**src/rtl/dmem_wb_arbiter_if.sv**
```systemverilog
// Bus bundle for the data-memory arbiter: core port, Wishbone slave port and shared SRAM port.
// Core: request accepted in a cycle with core_ce_n=0 and core_stall=0; Wishbone: cyc&stb held until the one-cycle ack.
interface dmem_wb_arbiter_if #(
  parameter int BANKS = 2
);
  localparam int AW = 9 + $clog2(BANKS);

  logic                   core_ce_n;
  logic                   core_we_n;
  logic [3:0]             core_wm;
  logic [AW-1:0]          core_addr;
  logic [31:0]            core_wdata;
  logic [31:0]            core_rdata;
  logic                   core_stall;

  logic                   wbs_cyc_i;
  logic                   wbs_stb_i;
  logic                   wbs_we_i;
  logic [3:0]             wbs_sel_i;
  logic [31:0]            wbs_adr_i;
  logic [31:0]            wbs_dat_i;
  logic                   wbs_ack_o;
  logic [31:0]            wbs_dat_o;

  logic [BANKS-1:0]       sram_csb_n;
  logic                   sram_web_n;
  logic [3:0]             sram_wmask;
  logic [8:0]             sram_addr;
  logic [31:0]            sram_din;
  logic [32*BANKS-1:0]    sram_dout;

  modport slave (
    input  core_ce_n, core_we_n, core_wm, core_addr, core_wdata,
    output core_rdata, core_stall,
    input  wbs_cyc_i, wbs_stb_i, wbs_we_i, wbs_sel_i, wbs_adr_i, wbs_dat_i,
    output wbs_ack_o, wbs_dat_o,
    output sram_csb_n, sram_web_n, sram_wmask, sram_addr, sram_din,
    input  sram_dout
  );

  modport master (
    output core_ce_n, core_we_n, core_wm, core_addr, core_wdata,
    input  core_rdata, core_stall,
    output wbs_cyc_i, wbs_stb_i, wbs_we_i, wbs_sel_i, wbs_adr_i, wbs_dat_i,
    input  wbs_ack_o, wbs_dat_o,
    input  sram_csb_n, sram_web_n, sram_wmask, sram_addr, sram_din,
    output sram_dout
  );
endinterface

```
**src/rtl/dmem_wb_arbiter.sv**
```systemverilog
// Shares banked single-port data SRAMs between the core and a Wishbone slave; the core has
// priority, but a Wishbone access that waits MAX_WAIT cycles forces a one-cycle core stall.
module dmem_wb_arbiter #(
  parameter int          BANKS    = 2,
  parameter logic [31:0] WB_BASE  = 32'h3000_0000,
  parameter int          MAX_WAIT = 8
) (
  input  logic                 wb_clk_i,
  input  logic                 wb_rst_ni,
  dmem_wb_arbiter_if.slave     bus,
  output logic [1:0]           dbg_state
);
  localparam int BW = $clog2(BANKS);
  localparam int AW = 9 + BW;
  localparam int CW = $clog2(MAX_WAIT + 1);

  typedef enum logic [1:0] {
    IDLE   = 2'd0,
    ISSUE  = 2'd1,
    RDWAIT = 2'd2,
    ACK    = 2'd3
  } state_t;

  state_t          state;
  logic [CW-1:0]   wait_cnt;
  logic [BW-1:0]   core_bank_q;
  logic [BW-1:0]   wb_bank_q;

  logic [31:0]     wb_off;
  logic            wb_in_win;
  logic [8:0]      wb_word;
  logic [BW-1:0]   wb_bank;
  logic [BW-1:0]   core_bank;
  logic            wb_req;
  logic            wb_grant;
  logic            core_go;

  assign wb_off    = bus.wbs_adr_i - WB_BASE;
  assign wb_in_win = wb_off < 32'(BANKS * 2048);
  assign wb_word   = wb_off[10:2];
  assign wb_bank   = wb_off[BW+10:11];
  assign core_bank = bus.core_addr[AW-1:9];
  assign wb_req    = bus.wbs_cyc_i & bus.wbs_stb_i;
  // A stalled core request is dropped, so the stall cycle always belongs to Wishbone.
  assign wb_grant  = (state == ISSUE) && wb_req && (bus.core_ce_n || bus.core_stall);
  assign core_go   = !bus.core_ce_n && !bus.core_stall;

  assign bus.core_rdata = bus.sram_dout[{core_bank_q, 5'd0} +: 32];
  assign dbg_state      = state;

  always_comb begin
    bus.sram_csb_n = '1;
    bus.sram_web_n = 1'b1;
    bus.sram_wmask = 4'hF;
    bus.sram_addr  = '0;
    bus.sram_din   = '0;
    if (wb_grant) begin
      bus.sram_csb_n[wb_bank] = 1'b0;
      bus.sram_web_n          = !bus.wbs_we_i;
      bus.sram_wmask          = bus.wbs_we_i ? bus.wbs_sel_i : 4'hF;
      bus.sram_addr           = wb_word;
      bus.sram_din            = bus.wbs_dat_i;
    end else begin
      bus.sram_csb_n[core_bank] = !core_go;
      bus.sram_web_n            = bus.core_we_n;
      bus.sram_wmask            = bus.core_wm;
      bus.sram_addr             = bus.core_addr[8:0];
      bus.sram_din              = bus.core_wdata;
    end
    if (!wb_rst_ni) bus.sram_csb_n = '1;
  end

  always_ff @(posedge wb_clk_i or negedge wb_rst_ni) begin
    if (!wb_rst_ni) begin
      state          <= IDLE;
      wait_cnt       <= '0;
      core_bank_q    <= '0;
      wb_bank_q      <= '0;
      bus.core_stall <= 1'b0;
      bus.wbs_ack_o  <= 1'b0;
      bus.wbs_dat_o  <= '0;
    end else begin
      bus.core_stall <= 1'b0;
      bus.wbs_ack_o  <= 1'b0;
      if (core_go) core_bank_q <= core_bank;
      case (state)
        IDLE: begin
          wait_cnt <= '0;
          if (wb_req) begin
            if (wb_in_win) begin
              state <= ISSUE;
            end else begin
              bus.wbs_dat_o <= '0;
              bus.wbs_ack_o <= 1'b1;
              state         <= ACK;
            end
          end
        end
        ISSUE: begin
          if (!bus.wbs_cyc_i) begin
            wait_cnt <= '0;
            state    <= IDLE;
          end else if (wb_grant) begin
            wait_cnt  <= '0;
            wb_bank_q <= wb_bank;
            if (bus.wbs_we_i) begin
              bus.wbs_ack_o <= 1'b1;
              state         <= ACK;
            end else begin
              state <= RDWAIT;
            end
          end else begin
            wait_cnt <= wait_cnt + 1'b1;
            if (wait_cnt == CW'(MAX_WAIT - 1)) bus.core_stall <= 1'b1;
          end
        end
        RDWAIT: begin
          if (!bus.wbs_cyc_i) begin
            state <= IDLE;
          end else begin
            bus.wbs_dat_o <= bus.sram_dout[{wb_bank_q, 5'd0} +: 32];
            bus.wbs_ack_o <= 1'b1;
            state         <= ACK;
          end
        end
        default: state <= IDLE;
      endcase
    end
  end
endmodule
```
**src/flat_wrapper.sv**
```systemverilog
// flat-port wrapper written by rule: the top's interface ports become plain ports
module dmem_wb_arbiter_flat 
#(
  parameter int          BANKS    = 2,
  parameter logic [31:0] WB_BASE  = 32'h3000_0000,
  parameter int          MAX_WAIT = 8
)
  (wb_clk_i, wb_rst_ni, dbg_state, bus_core_ce_n, bus_core_we_n, bus_core_wm, bus_core_addr, bus_core_wdata, bus_core_rdata, bus_core_stall, bus_wbs_cyc_i, bus_wbs_stb_i, bus_wbs_we_i, bus_wbs_sel_i, bus_wbs_adr_i, bus_wbs_dat_i, bus_wbs_ack_o, bus_wbs_dat_o, bus_sram_csb_n, bus_sram_web_n, bus_sram_wmask, bus_sram_addr, bus_sram_din, bus_sram_dout);
  dmem_wb_arbiter_if #(.BANKS(BANKS)) bus_i ();
  input  logic wb_clk_i;
  input  logic wb_rst_ni;
  output logic [1:0] dbg_state;
  input wire logic [$bits(bus_i.core_ce_n)-1:0] bus_core_ce_n;
  input wire logic [$bits(bus_i.core_we_n)-1:0] bus_core_we_n;
  input wire logic [$bits(bus_i.core_wm)-1:0] bus_core_wm;
  input wire logic [$bits(bus_i.core_addr)-1:0] bus_core_addr;
  input wire logic [$bits(bus_i.core_wdata)-1:0] bus_core_wdata;
  output wire logic [$bits(bus_i.core_rdata)-1:0] bus_core_rdata;
  output wire logic [$bits(bus_i.core_stall)-1:0] bus_core_stall;
  input wire logic [$bits(bus_i.wbs_cyc_i)-1:0] bus_wbs_cyc_i;
  input wire logic [$bits(bus_i.wbs_stb_i)-1:0] bus_wbs_stb_i;
  input wire logic [$bits(bus_i.wbs_we_i)-1:0] bus_wbs_we_i;
  input wire logic [$bits(bus_i.wbs_sel_i)-1:0] bus_wbs_sel_i;
  input wire logic [$bits(bus_i.wbs_adr_i)-1:0] bus_wbs_adr_i;
  input wire logic [$bits(bus_i.wbs_dat_i)-1:0] bus_wbs_dat_i;
  output wire logic [$bits(bus_i.wbs_ack_o)-1:0] bus_wbs_ack_o;
  output wire logic [$bits(bus_i.wbs_dat_o)-1:0] bus_wbs_dat_o;
  output wire logic [$bits(bus_i.sram_csb_n)-1:0] bus_sram_csb_n;
  output wire logic [$bits(bus_i.sram_web_n)-1:0] bus_sram_web_n;
  output wire logic [$bits(bus_i.sram_wmask)-1:0] bus_sram_wmask;
  output wire logic [$bits(bus_i.sram_addr)-1:0] bus_sram_addr;
  output wire logic [$bits(bus_i.sram_din)-1:0] bus_sram_din;
  input wire logic [$bits(bus_i.sram_dout)-1:0] bus_sram_dout;
  assign bus_i.core_ce_n = bus_core_ce_n;
  assign bus_i.core_we_n = bus_core_we_n;
  assign bus_i.core_wm = bus_core_wm;
  assign bus_i.core_addr = bus_core_addr;
  assign bus_i.core_wdata = bus_core_wdata;
  assign bus_core_rdata = bus_i.core_rdata;
  assign bus_core_stall = bus_i.core_stall;
  assign bus_i.wbs_cyc_i = bus_wbs_cyc_i;
  assign bus_i.wbs_stb_i = bus_wbs_stb_i;
  assign bus_i.wbs_we_i = bus_wbs_we_i;
  assign bus_i.wbs_sel_i = bus_wbs_sel_i;
  assign bus_i.wbs_adr_i = bus_wbs_adr_i;
  assign bus_i.wbs_dat_i = bus_wbs_dat_i;
  assign bus_wbs_ack_o = bus_i.wbs_ack_o;
  assign bus_wbs_dat_o = bus_i.wbs_dat_o;
  assign bus_sram_csb_n = bus_i.sram_csb_n;
  assign bus_sram_web_n = bus_i.sram_web_n;
  assign bus_sram_wmask = bus_i.sram_wmask;
  assign bus_sram_addr = bus_i.sram_addr;
  assign bus_sram_din = bus_i.sram_din;
  assign bus_i.sram_dout = bus_sram_dout;
  dmem_wb_arbiter #(.BANKS(BANKS), .WB_BASE(WB_BASE), .MAX_WAIT(MAX_WAIT)) u_core (.wb_clk_i(wb_clk_i), .wb_rst_ni(wb_rst_ni), .bus(bus_i), .dbg_state(dbg_state));
endmodule
```
**config.mk**
```make
export PLATFORM = sky130hd
export DESIGN_NAME = dmem_wb_arbiter_flat
export DESIGN_NICKNAME = d
export VERILOG_FILES = /design/src/rtl/dmem_wb_arbiter_if.sv /design/src/rtl/dmem_wb_arbiter.sv /design/src/flat_wrapper.sv
export SDC_FILE = /design/constraint.sdc
export NUM_CORES = 1
export LEC_CHECK = 0
export ABC_AREA = 1
export ABC_CLOCK_PERIOD_IN_PS = 1850
export CAP_MARGIN = 0
export CORE_ASPECT_RATIO = 0.75
export CORE_MARGIN = 10
export CORE_UTILIZATION = 28
export CTS_CLUSTER_DIAMETER = 100
export DETAILED_ROUTE_END_ITERATION = 10
export PLACE_DENSITY = 0.82
export SYNTH_ARGS = -nofsm -noshare
export SYNTH_HDL_FRONTEND = slang
export SYNTH_SLANG_ARGS = --single-unit
```
**constraint.sdc**
```tcl
create_clock -name wb_clk_i -period 1.85 [get_ports wb_clk_i]
set_input_delay 0.4625 -clock wb_clk_i [delete_from_list [all_inputs] [get_ports wb_clk_i]]
set_output_delay 0.4625 -clock wb_clk_i [all_outputs]
set_load 0.01 [all_outputs]
```
=== Word-level counts from Yosys, hierarchy flattened ===
Cells that the tools add are included.

* Register bits: 42
* Input port bits: 185
* Output and inout port bits: 116
* Logic and storage cells: 79

* Add/sub/neg operators: 2
* Order comparisons: 5
* Eq/ne operators: 7
* Shift-type cells: 2
* Mux-type cells: 36
* Bitwise logic cells: 4
* Reductions and logical operators: 16

{| class="wikitable"
|+ Operators by type and width
! operator !! number
|-
| two-way mux 32 bit || 4
|-
| indexed part select 64 x 7 -> 32 bit || 2
|-
| one-hot mux 32 bit (2 select lines) || 1
|-
| < comparator 32 x 13 -> 1 bit, second input constant || 1
|-
| subtractor 32 x 30 -> 32 bit, second input constant || 1
|-
| two-way mux 4 bit || 4
|-
| two-way mux 1 bit || 14
|-
| two-way mux 2 bit || 7
|-
| two-way mux 9 bit || 1
|-
| one-hot mux 4 bit (2 select lines) || 1
|-
| one-hot mux 2 bit (3 select lines) || 1
|-
| logical AND 1 bit || 5
|-
| adder 4 x 1 -> 4 bit, second input constant || 1
|-
| equality test 4 x 3 -> 1 bit, second input constant || 1
|-
| zero test 1 bit || 4
|-
| < comparator 1 x 2 -> 1 bit, second input constant || 2
|-
| != test 2 bit, second input constant || 2
|-
| NOT 2 bit || 2
|-
| AND reduction 4 bit || 1
|-
| nonzero test 2 bit || 2
|-
| != test 3 x 2 -> 1 bit, second input constant || 1
|-
| one-hot mux 1 bit (3 select lines) || 1
|-
| AND reduction 3 bit || 1
|-
| demux 1 bit (select 1 bit) || 2
|-
| 9 further kinds || 10
|}

=== Depth between registers and ports, before layout ===
Gate-level depths: netlist of the first run.

* Depth after elaboration: 8
* Gate-level depth with buffers: 11
* Mapped depth without buffers: 10

=== Worst setup path before layout of the first run ===
Ideal clock, no wire load.

* Path type: input-to-output
* Start point: input port bus_core_ce_n
* End point: output port bus_sram_addr[0]
* Data arrival time: 1.408 ns
* Required time: 1.387 ns
* Setup slack: -0.020 ns
* Stages on the path: 7
* Cells stage by stage: or2_1 > nand2_1 > nor2_4 > inv_2 > clkbuf_1 > nand2_1 > nand2_1

* Cells in the longest elaborated chain, start to end: 3

{| class="wikitable"
|+ Ends and longest elaborated chain
! element !! RTL line !! RTL
|-
| start: declaration || flat_wrapper.sv:13 || <nowiki>input wire logic [$bits(bus_i.core_ce_n)-1:0] bus_core_ce_n;</nowiki>
|-
| logical OR 1 bit || dmem_wb_arbiter.sv:45 || <nowiki>assign wb_grant = (state == ISSUE) && wb_req && (bus.core_ce_n || bus.core_stall);</nowiki>
|-
| logical AND 1 bit || dmem_wb_arbiter.sv:45 ||
|-
| two-way mux 9 bit || dmem_wb_arbiter.sv:57 || <nowiki>if (wb_grant) begin</nowiki>
|-
| end: declaration || flat_wrapper.sv:31 || <nowiki>output wire logic [$bits(bus_i.sram_addr)-1:0] bus_sram_addr;</nowiki>
|}

No other way between the ends.

=== Worst setup path in the final report of the first run ===
* Start point: register u_core.state[0], in the netlist u_core.dbg_state[0]
* End point: output port bus_sram_din[25]

* Cells in the longest elaborated chain, start to end: 4

{| class="wikitable"
|+ Ends and longest elaborated chain
! element !! RTL line !! RTL
|-
| start: declaration || dmem_wb_arbiter.sv:24 || <nowiki>state_t state;</nowiki>
|-
| start signal: assignment || dmem_wb_arbiter.sv:75 || <nowiki>state <= IDLE;</nowiki>
|-
| start signal: assignment || dmem_wb_arbiter.sv:91 || <nowiki>state <= ISSUE;</nowiki>
|-
| start signal: assignment || dmem_wb_arbiter.sv:95 || <nowiki>state <= ACK;</nowiki>
|-
| equality test 2 x 1 -> 1 bit || dmem_wb_arbiter.sv:45 ||
|-
| logical AND 1 bit (2 in series) || dmem_wb_arbiter.sv:45 ||
|-
| two-way mux 32 bit || dmem_wb_arbiter.sv:57 ||
|-
| end: declaration || flat_wrapper.sv:32 || <nowiki>output wire logic [$bits(bus_i.sram_din)-1:0] bus_sram_din;</nowiki>
|}

No other way between the ends.

==> results of run 1 <==
==> per-layer routing <==
layer | wire [µm] | up-vias | global-route usage, % | part of all wire [%]
li1 | - | 2428 | - | -
met1 | 7540 | 2242 | 24.8 | 40
met2 | 9470 | 200 | 38.3 | 50
met3 | 1600 | 14 | 6.91 | 8.5
met4 | 206 | 0 | 2.85 | 1.1
met5 | 0 | - | 0 | 0
==> final timing paths <==
check / depth (start not counted) / slack (ps) / from / endpoint
min in group wb_clk_i: 1 / 450 / u_core.wait_cnt[3] / u_core.bus.core_stall
hold / removal: 2 / 330 / wb_rst_ni / u_core.core_bank_q
setup / recovery: 11 / -350 / u_core.dbg_state[0] / bus_sram_din[25]
setup reg to reg: 8 / 390 / u_core.dbg_state[1] / u_core.bus.wbs_dat_o[19]
max in group asynchronous: 2 / 1150 / wb_rst_ni / u_core.dbg_state[1]
hold reg to reg: 1 / 450 / u_core.wait_cnt[3] / u_core.bus.core_stall
==> metrics by stage <==
stage	std cells	setup TNS [ps]	hold slack, ps
after floorplan	559	0	167
after global placement	1012	-52230	450
after detailed placement	1012	-53260	453
after CTS	1038	-13720	348
after global routing	1043	-17890	394
final	1043	-13540	331
==> state kept, by name, summed over array words and instances (netlist names) <==
name,flops
u_core.wb_bank_q,1
u_core.bus.core_stall,1
u_core.wait_cnt,4
u_core.core_bank_q,1
u_core.bus.wbs_dat_o,32
u_core.dbg_state,2
u_core.bus.wbs_ack_o,1
==> power breakdown <==
part	leakage, µW	internal, µW	switching (µW)	total (µW)
registers	0.000565	1310	218	1530
logic	0.00300	2170	2340	4510
clock network	0.0000729	534	351	885
==> what timing repair did <==
action	in CTS	in global routing
cloned	5	3
setup buffers	13	6
resized for setup	296	72
endpoints found under the setup margin	81	102
pin swaps	3	16
==> layout make-up <==
class,count,area [µm²],share of cell area (%)
inverter,11,48.8,0.683
sequential,42,1050,14.7
multi-input combinational,471,2070,29.0
clock inverter,2,12.5,0.175
tap,140,175,2.45
clock buffer,6,139,1.94
timing repair buffer,371,3640,51.0
==> logic make-up (layout without fill, tap and decap cells) <==
kind of cell / Yosys count / in the layout / synth area share, %
adders and majority gates: 1 / 1 / 0.390
xor gates and xnor gates: 3 / 3 / 0.820
buffers and inverters: 46 / 390 / 6.48
DFF: 42 / 42 / 32.8
AOI/OAI and AO/OA: 50 / 50 / 8.86
and+or+nand+nor: 417 / 417 / 50.7
==> worst reg2reg max path, stage by stage, from the launching register on <==
cell and delay (ps):
sky130_fd_sc_hd__dfrtp_1 410, sky130_fd_sc_hd__buf_4 180, sky130_fd_sc_hd__nor2_1 140, sky130_fd_sc_hd__nand2_1 110, sky130_fd_sc_hd__nand2_2 140, sky130_fd_sc_hd__nand2_4 100
sky130_fd_sc_hd__clkbuf_16 180, sky130_fd_sc_hd__nand2_1 60, sky130_fd_sc_hd__nand2_1 50
==> cells in the final DEF, fill, tap and decap left out, types with 6 or more instances in the layout <==
master	synthesis	final
sky130_fd_sc_hd__clkdlybuf4s15_1	0	19
sky130_fd_sc_hd__buf_4	4	43
sky130_fd_sc_hd__clkbuf_2	0	10
sky130_fd_sc_hd__buf_6	1	28
sky130_fd_sc_hd__nor2_1	20	19
sky130_fd_sc_hd__clkbuf_16	0	8
sky130_fd_sc_hd__nand2_1	358	326
sky130_fd_sc_hd__buf_12	0	12
sky130_fd_sc_hd__buf_2	10	35
sky130_fd_sc_hd__inv_1	7	6
sky130_fd_sc_hd__dfrtp_1	42	42
sky130_fd_sc_hd__nand2_4	0	8
sky130_fd_sc_hd__a21oi_1	33	33
sky130_fd_sc_hd__clkdlybuf4s50_1	0	212
sky130_fd_sc_hd__nand3_1	34	34
sky130_fd_sc_hd__nand2_2	0	24
==> impl.org, run 1 <==
** Route
- In this run the remaining antenna-violating nets after routing total 0.
- The pre-antenna-repair detailed-routing pass consisted of 5 iterations.
- Total wirelength of the detailed-routed design :: 18800 µm
- After detailed routing, the number of remaining DRC violations is 0.
- The routed layout has 4884 vias.
- In the final routed layout, each cell accounts on average for 18.0 µm.
- Routed via count divided by cell count :: 4.68
- After the first detailed-routing iteration, the DRC count stood at 349.

** Hold path
- The worst hold path belongs to the class in -> async.

** Critical path
- Worst-path maximum fanout :: 5
- For the worst setup path, the data arrival time is 1740 ps.
- Among all stages on the critical path, the largest delay is contributed by sky130_fd_sc_hd__dfrtp_1.
- Together, buffers and inverters on the worst path number 6.
- Traced cell by cell, the critical path runs through inv_2, nor2_4, nand2_2, nor2_4, buf_6, inv_8, buf_12, buf_4, nand2_1, nand2_1, buf_2.
- STA classifies the critical path startpoint as a register.
- The worst setup path is captured at a primary output.
- By startpoint and endpoint, the worst setup path is classified as reg -> out.
- Endpoint required time on the critical path :: 1390 ps
- Worst path max stage delay :: 360 ps
- Crit path max-delay family :: buffers and inverters

** Run status
- Outcome :: complete, but fails checks
- The checks that failed: setup timing.

** Logic synthesis
- The synthesized design devotes to its leading area cell type 41.9% of total area.
- Synthesis inferred 42 register bits.
- The share of the Yosys chip area taken by registers is 32.8%.
- A synthesized cell averages 5.73 µm².
- In this run the cell area of the synthesized design comes to 0.00321 mm².
- Yosys attributes the largest share of cell area to sky130_fd_sc_hd__nand2_1 42%, sky130_fd_sc_hd__dfrtp_1 33%, sky130_fd_sc_hd__nand3_1 5.3%.
- In the synthesized netlist the dominant register cell turns out to be sky130_fd_sc_hd__dfrtp_1.
- Number of standard cells after synthesis :: 559
- sky130_fd_sc_hd__nand2_1 takes more of the synthesized area than any other cell.
- FFs w/ async S/R, synth :: 100%
- Cell types with the highest counts after synthesis :: 358 x sky130_fd_sc_hd__nand2_1, 42 x sky130_fd_sc_hd__dfrtp_1, 34 x sky130_fd_sc_hd__nand3_1
- The synthesized netlist contains 26 unique library cells.
- Synth Net Count :: 745
- Synthesis warning total :: 0
- Number of enable flip-flop cells after synthesis :: 0
- By instance count, the leading cell after synthesis is sky130_fd_sc_hd__nand2_1.

** CTS
- The number of hold buffers added after CTS was 0.
- TritonCTS built the clock tree.
- The tree built by TritonCTS fans out to 42 sinks.
- Max Root-Sink Buffers :: 2
- In this run the number of H-tree levels came out at 2.
- Clk_lat worst skew :: 280 ps
- After clock tree synthesis, the clock-pin slew on the worst setup and hold paths is 60 ps.
- Clock root buffer :: sky130_fd_sc_hd__clkbuf_16
- TritonCTS created 5 clock buffers.

** Placed design
- Routability cong. :: 0.846
- The count of buffers added on input and output ports is 298.
- Prior to clock tree synthesis, the placed netlist has a worst setup slack of -873 ps.
- Half-perimeter wire length after placement :: 14500 µm
- In this run the cell area measured after placement is 0.00668 mm².

** Layout
- # diodes :: 0
- The area growth from synthesis to layout is 123%.
- Ratio of cells with drive above 1 in the final layout :: 20.3%
- Final design area excluding fillers :: 0.00714 mm²
- Number of fill cells in the layout :: 983
- Cells fill 64.6% of the core in the end.
- The net count of the finished layout is 1088.

** STA
- Minimum clock period after layout :: 2200 ps
- In the post-route analysis, the smallest setup slack over all paths is -353 ps.
- In this run the tightest slew margin relative to its limit is 64.0%.
- Hold Fails Final Rpt :: 0
- For the pin with the worst max-slew slack, the measured transition is 540 ps.
- After layout, the worst path uses 119% of the clock period.
- Unrepaired setup endpoints after global routing :: true
- Max Slew Vio Count :: 0
- Finish-stage setup viols :: 48
- Derived from the worst setup path, the maximum achievable clock frequency is 0.454 GHz.
- The clock arrives with 5.46 ps of skew.

** Floorplan
- After floorplanning, the core was divided into 33 placement rows.
- Effective utilization at floorplan :: 29.0%
- In this run the vertical extent of the chip is 113 µm.
- The die covers 0.0162 mm².
- Width of the chip :: 144 µm
- The total area inside the core boundary comes to 0.0111 mm².
- During I/O placement, the number of pins put on the boundary was 301.

** Global routing
- Total routing resource utilization after global routing :: 21.4%
- Overflow left after global routing :: 0
- The number of antenna violations at the first check in global routing is 0.
- The number of global-route vias before repair came to 4856.
- Wire length of the first global-routing pass :: 27500 µm
- Largest net degree at the start of global routing :: 43

** Power and ir drop
- Max IR drop VDD :: 675 µV
- Leakage power total :: 0.00364 µW
- PwrDens :: 970 mW/mm²
- Final Power :: 6930 µW

** Job
- Max Cap Violations :: 0
Note: power is estimated with default switching activity, not from simulation.
==> run 2: changes to the inputs <==
Settings changed: ABC_CLOCK_PERIOD_IN_PS 1850 to 2800, CORE_UTILIZATION 28 to 34, PLACE_DENSITY 0.82 to 0.93, SETUP_SLACK_MARGIN set to 0.05.
Clock period 1.85 ns to 2.8 ns, I/O delays scaled along.
==> run 2 against run 1 <==
  * The run now ends clean
  * Die area fell by 15%
  * Global-route usage rose by 2.4 points
  * Count of clock-buffer cells in the layout did not move
  * Final cell count fell by 5.6%
  * Critical path depth fell by 1
  * Worst setup slack improved by 460 ps
  * Combinational power fell by 43%
  * Highest routed layer unchanged
  * Hold slack improved by 130 ps
  * Clock skew rose by 0.69 ps
  * Non-clock buffer count fell by 46
  * Via count fell by 4.5%
  * Routed wire length fell by 8.1%
==> impl.org, run 2 (same netlist as run 1, synthesis figures left out) <==
** CTS
- TritonCTS built the clock tree.
- The root buffer cell chosen for the clock tree is sky130_fd_sc_hd__clkbuf_16.
- Sink Count :: 42 (unchanged)
- Clk slew on worst S/H paths :: 50 ps (about the same)
- Max Root-Sink Buffers :: 2 (unchanged)
- Depth of the CTS H-tree :: 2 (unchanged)
- Clk_lat worst skew :: 280 ps (about the same)
- The hold-fix buffer count after cts is 0 (unchanged).
- TritonCTS Buffers :: 5 (unchanged)

** Critical path
- The data required time at the worst endpoint came to 2100 ps (+710 ps).
- The number of cells traversed by the worst register-to-register path is 7 (-1).
- CP Launch Type :: input port
- Arrival time at the worst endpoint :: 1990 ps (+250 ps)
- Sort of element at the end of the critical path :: primary output
- The worst setup path is of the in -> out kind.
- The critical-path maximum fanout came to 14 (+9).
- Flop-to-flop setup slack :: 1290 ps (+900 ps)
- The most critical setup path has its startpoint at bus_core_ce_n.
- FF-to-FF Start :: u_core.dbg_state[1]

** Placed design
- Cell Count Post-Placement :: 970 (-4.2%)
- Routability cong. :: 0.861 (+1.8%)
- Pre-CTS setup slack :: -500 ps (+373 ps)
- The placed wire-length estimate was 14200 µm (-2.4%).
- Number of port buffers :: 298 (unchanged)

** STA
- Dividing the final minimum period by the clock period gives 96.2%.
- Finish-stage setup viols :: 0 (-100%)
- Transition time of the tightest slew-check pin :: 584 ps (+44.0 ps)
- Max Clock Skew :: 6.15 ps (+0.694 ps)
- Upper clock frequency limit :: 0.371 GHz
- The smallest hold slack is 461 ps (+131 ps).
- Rel. slew slack :: 61.0% (-3.0 points)
- The final-report max-slew violation count came to 0 (unchanged).
- The post-route worst setup slack is 106 ps (+459 ps).
- The final hold violation count came to 0 (unchanged).
- Minimum clock period after layout :: 2690 ps
- Unrepaired setup endpoints after global routing :: true

** Power and ir drop
- Leakage power total :: 0.00323 µW (-11%)
- The cell-internal power is 2410 µW (-40%).
- The portion of total power attributed to combinational logic came to 62.0% (-3.2 points).
- Net load switching power :: 1770 µW (-39%)
- The power density over the cells was 635 mW/mm² (-35%).
- Flop pwr share :: 24.3% (+2.2 points)
- Max IR drop VDD :: 454 µV (-33%)
- Clock network fraction of design power :: 13.7% (+0.9 points)
- The switching power as a share of total power is 42.4% (+0.35 points).

** Global routing
- The number of antenna violations at the first check in global routing came to 0 (unchanged).
- The global route total overflow is 0 (unchanged).
- Number of global-route vias before repair :: 4602 (-5.2%)
- The pin count of the biggest net entering global routing came to 43 (unchanged).
- The global-route wire length before repair was 26500 µm (-3.5%).
- The all-layer global routing usage was 23.8% (+2.4 points).

** Layout
- Leaving out fill and tap cells, the most frequent cells in the layout are 355 x sky130_fd_sc_hd__nand2_1, 246 x sky130_fd_sc_hd__clkdlybuf4s50_1, 42 x sky130_fd_sc_hd__dfrtp_1.
- The number of fillers in the final layout is 738 (-25%).
- Register with the highest flop count :: u_core.bus.wbs_dat_o
- Number of flip-flops under the largest register name :: 32 (unchanged)
- Combined flip-flop and latch cell area :: 0.00105 mm² (unchanged)
- Nets :: 1042 (-4.2%)
- # diodes :: 0 (unchanged)
- The area occupied by multi-input gates is 0.00197 mm² (-5.2%).
- The layout cell share with drive strength beyond 1 came to 6.88% (-13 points).
- Area growth from synthesis to final layout :: 105%
- Count of placed standard cells in the final layout, fillers left out :: 985 (-5.6%)
- Most common cell after layout, fill and taps aside :: sky130_fd_sc_hd__nand2_1
- Util after Layout :: 72.1% (+7.6 points)

** Floorplan
- Width of the chip :: 132 µm (-8.0%)
- Effective utilization at floorplan :: 35.1% (+6.2 points)
- The die area came to 0.0138 mm² (-15%).
- The number of top-level design ports was 301 (unchanged).
- The site row count came to 30 (-9.1%).
- Core area :: 0.00912 mm² (-18%)
- Y dimension of the die :: 104 µm (-7.6%)

** Route
- Violation count after the first detailed-routing iteration :: 265 (-24%)
- Total wirelength of the detailed-routed design :: 17300 µm (-8.1%)
- The detailed-route wire length per cell came to 17.6 µm (-2.7%).
- The total via count after detailed routing came to 4666 (-4.5%).
- Number of nets with antenna violations after routing :: 0 (unchanged)
- Number of iterations in the first detailed-routing pass :: 4 (-1)
- The post-detailed-route DRC marker count came to 0 (unchanged).
- Routed via count divided by cell count :: 4.74 (+1.2%)

** Run status
- Outcome :: finished, final reports clean

** Job
- Max Cap Violations :: 0 (unchanged)

** Hold path
- Hold_sp :: u_core.wait_cnt[3]
- The path class of the tightest hold or removal check is reg -> reg.
- Hold path depth :: 1
==> run 2: cell types whose count changed in the layout (fill, tap and decap cells not counted), sizes merged <==
cell           before  now
buf               123   37
clkbuf             19    6
clkdlybuf4s50     212  246
dlymetal6s2s        1    0
dlygate4sd2         3   15
clkdlybuf4s15      19   27
==> run 2: worst paths after layout <==
path / to
worst max-delay path: bus_sram_din[11]
worst min-delay path: u_core.bus.core_stall
worst max register to register: u_core.bus.wbs_dat_o[26]
worst min register to register: u_core.bus.core_stall
max in group asynchronous: u_core.wait_cnt[2]
min in group asynchronous: u_core.bus.wbs_dat_o[4]
==> run 2: area by class of cell <==
| cell class | instances | share of cell area, % |
|---|---|---|
| tap | 128 | 2.43 |
| sequential | 42 | 16.0 |
| clock buffer | 6 | 2.11 |
| inverter | 11 | 0.666 |
| timing repair buffer | 325 | 48.7 |
| clock inverter | 2 | 0.190 |
| multi-input combinational | 471 | 29.9 |
==> run 2: critical path, cell delays in order <==
cell	delay (ps)
sky130_fd_sc_hd__clkdlybuf4s15_1	160
sky130_fd_sc_hd__or2_4	250
sky130_fd_sc_hd__nand2_4	80
sky130_fd_sc_hd__nor2_4	50
sky130_fd_sc_hd__buf_6	120
sky130_fd_sc_hd__inv_4	90
sky130_fd_sc_hd__buf_12	140
sky130_fd_sc_hd__nand2_1	50
sky130_fd_sc_hd__nand2_1	50
sky130_fd_sc_hd__dlygate4sd2_1	300
==> run 2: through the flow <==
| step | total power, µW | area (µm²) | TNS, ps |
|---|---|---|---|
| 5_1_grt | 4480 | 6580 | 0 |
| 2_1_floorplan | 2240 | 3210 | 0 |
| 4_1_cts | 4210 | 6600 | 0 |
| 3_5_place_dp | 3630 | 6360 | -20180 |
| 6_report | 4180 | 6580 | 0 |
| 3_3_place_gp | 3590 | 6360 | -18500 |
==> run 2: power by group through the flow <==
stage	Sequential [µW]	Clock, µW	Combinational (µW)
detailed placement	1020	0	2610
finish	1020	572	2590
global placement	1010	0	2580
floorplan	1130	0	1110
global route	1050	609	2830
CTS	1020	586	2600
==> run 2: timing repair <==
action / CTS / global route
endpoints found under the setup margin: 48 / 23
gates cloned: 1 / 0
setup buffers: 7 / 0
pin swaps: 4 / 3
gates resized for setup: 122 / 7
==> run 2: layer usage <==
metal / track usage [%] / wire length [µm] / vias to the layer above
met4: 5.39 / 354 / 0
met2: 41.8 / 8610 / 204
met3: 8.64 / 1530 / 24
li1: - / - / 2349
met1: 26.7 / 6800 / 2089
met5: 0 / 0 / -
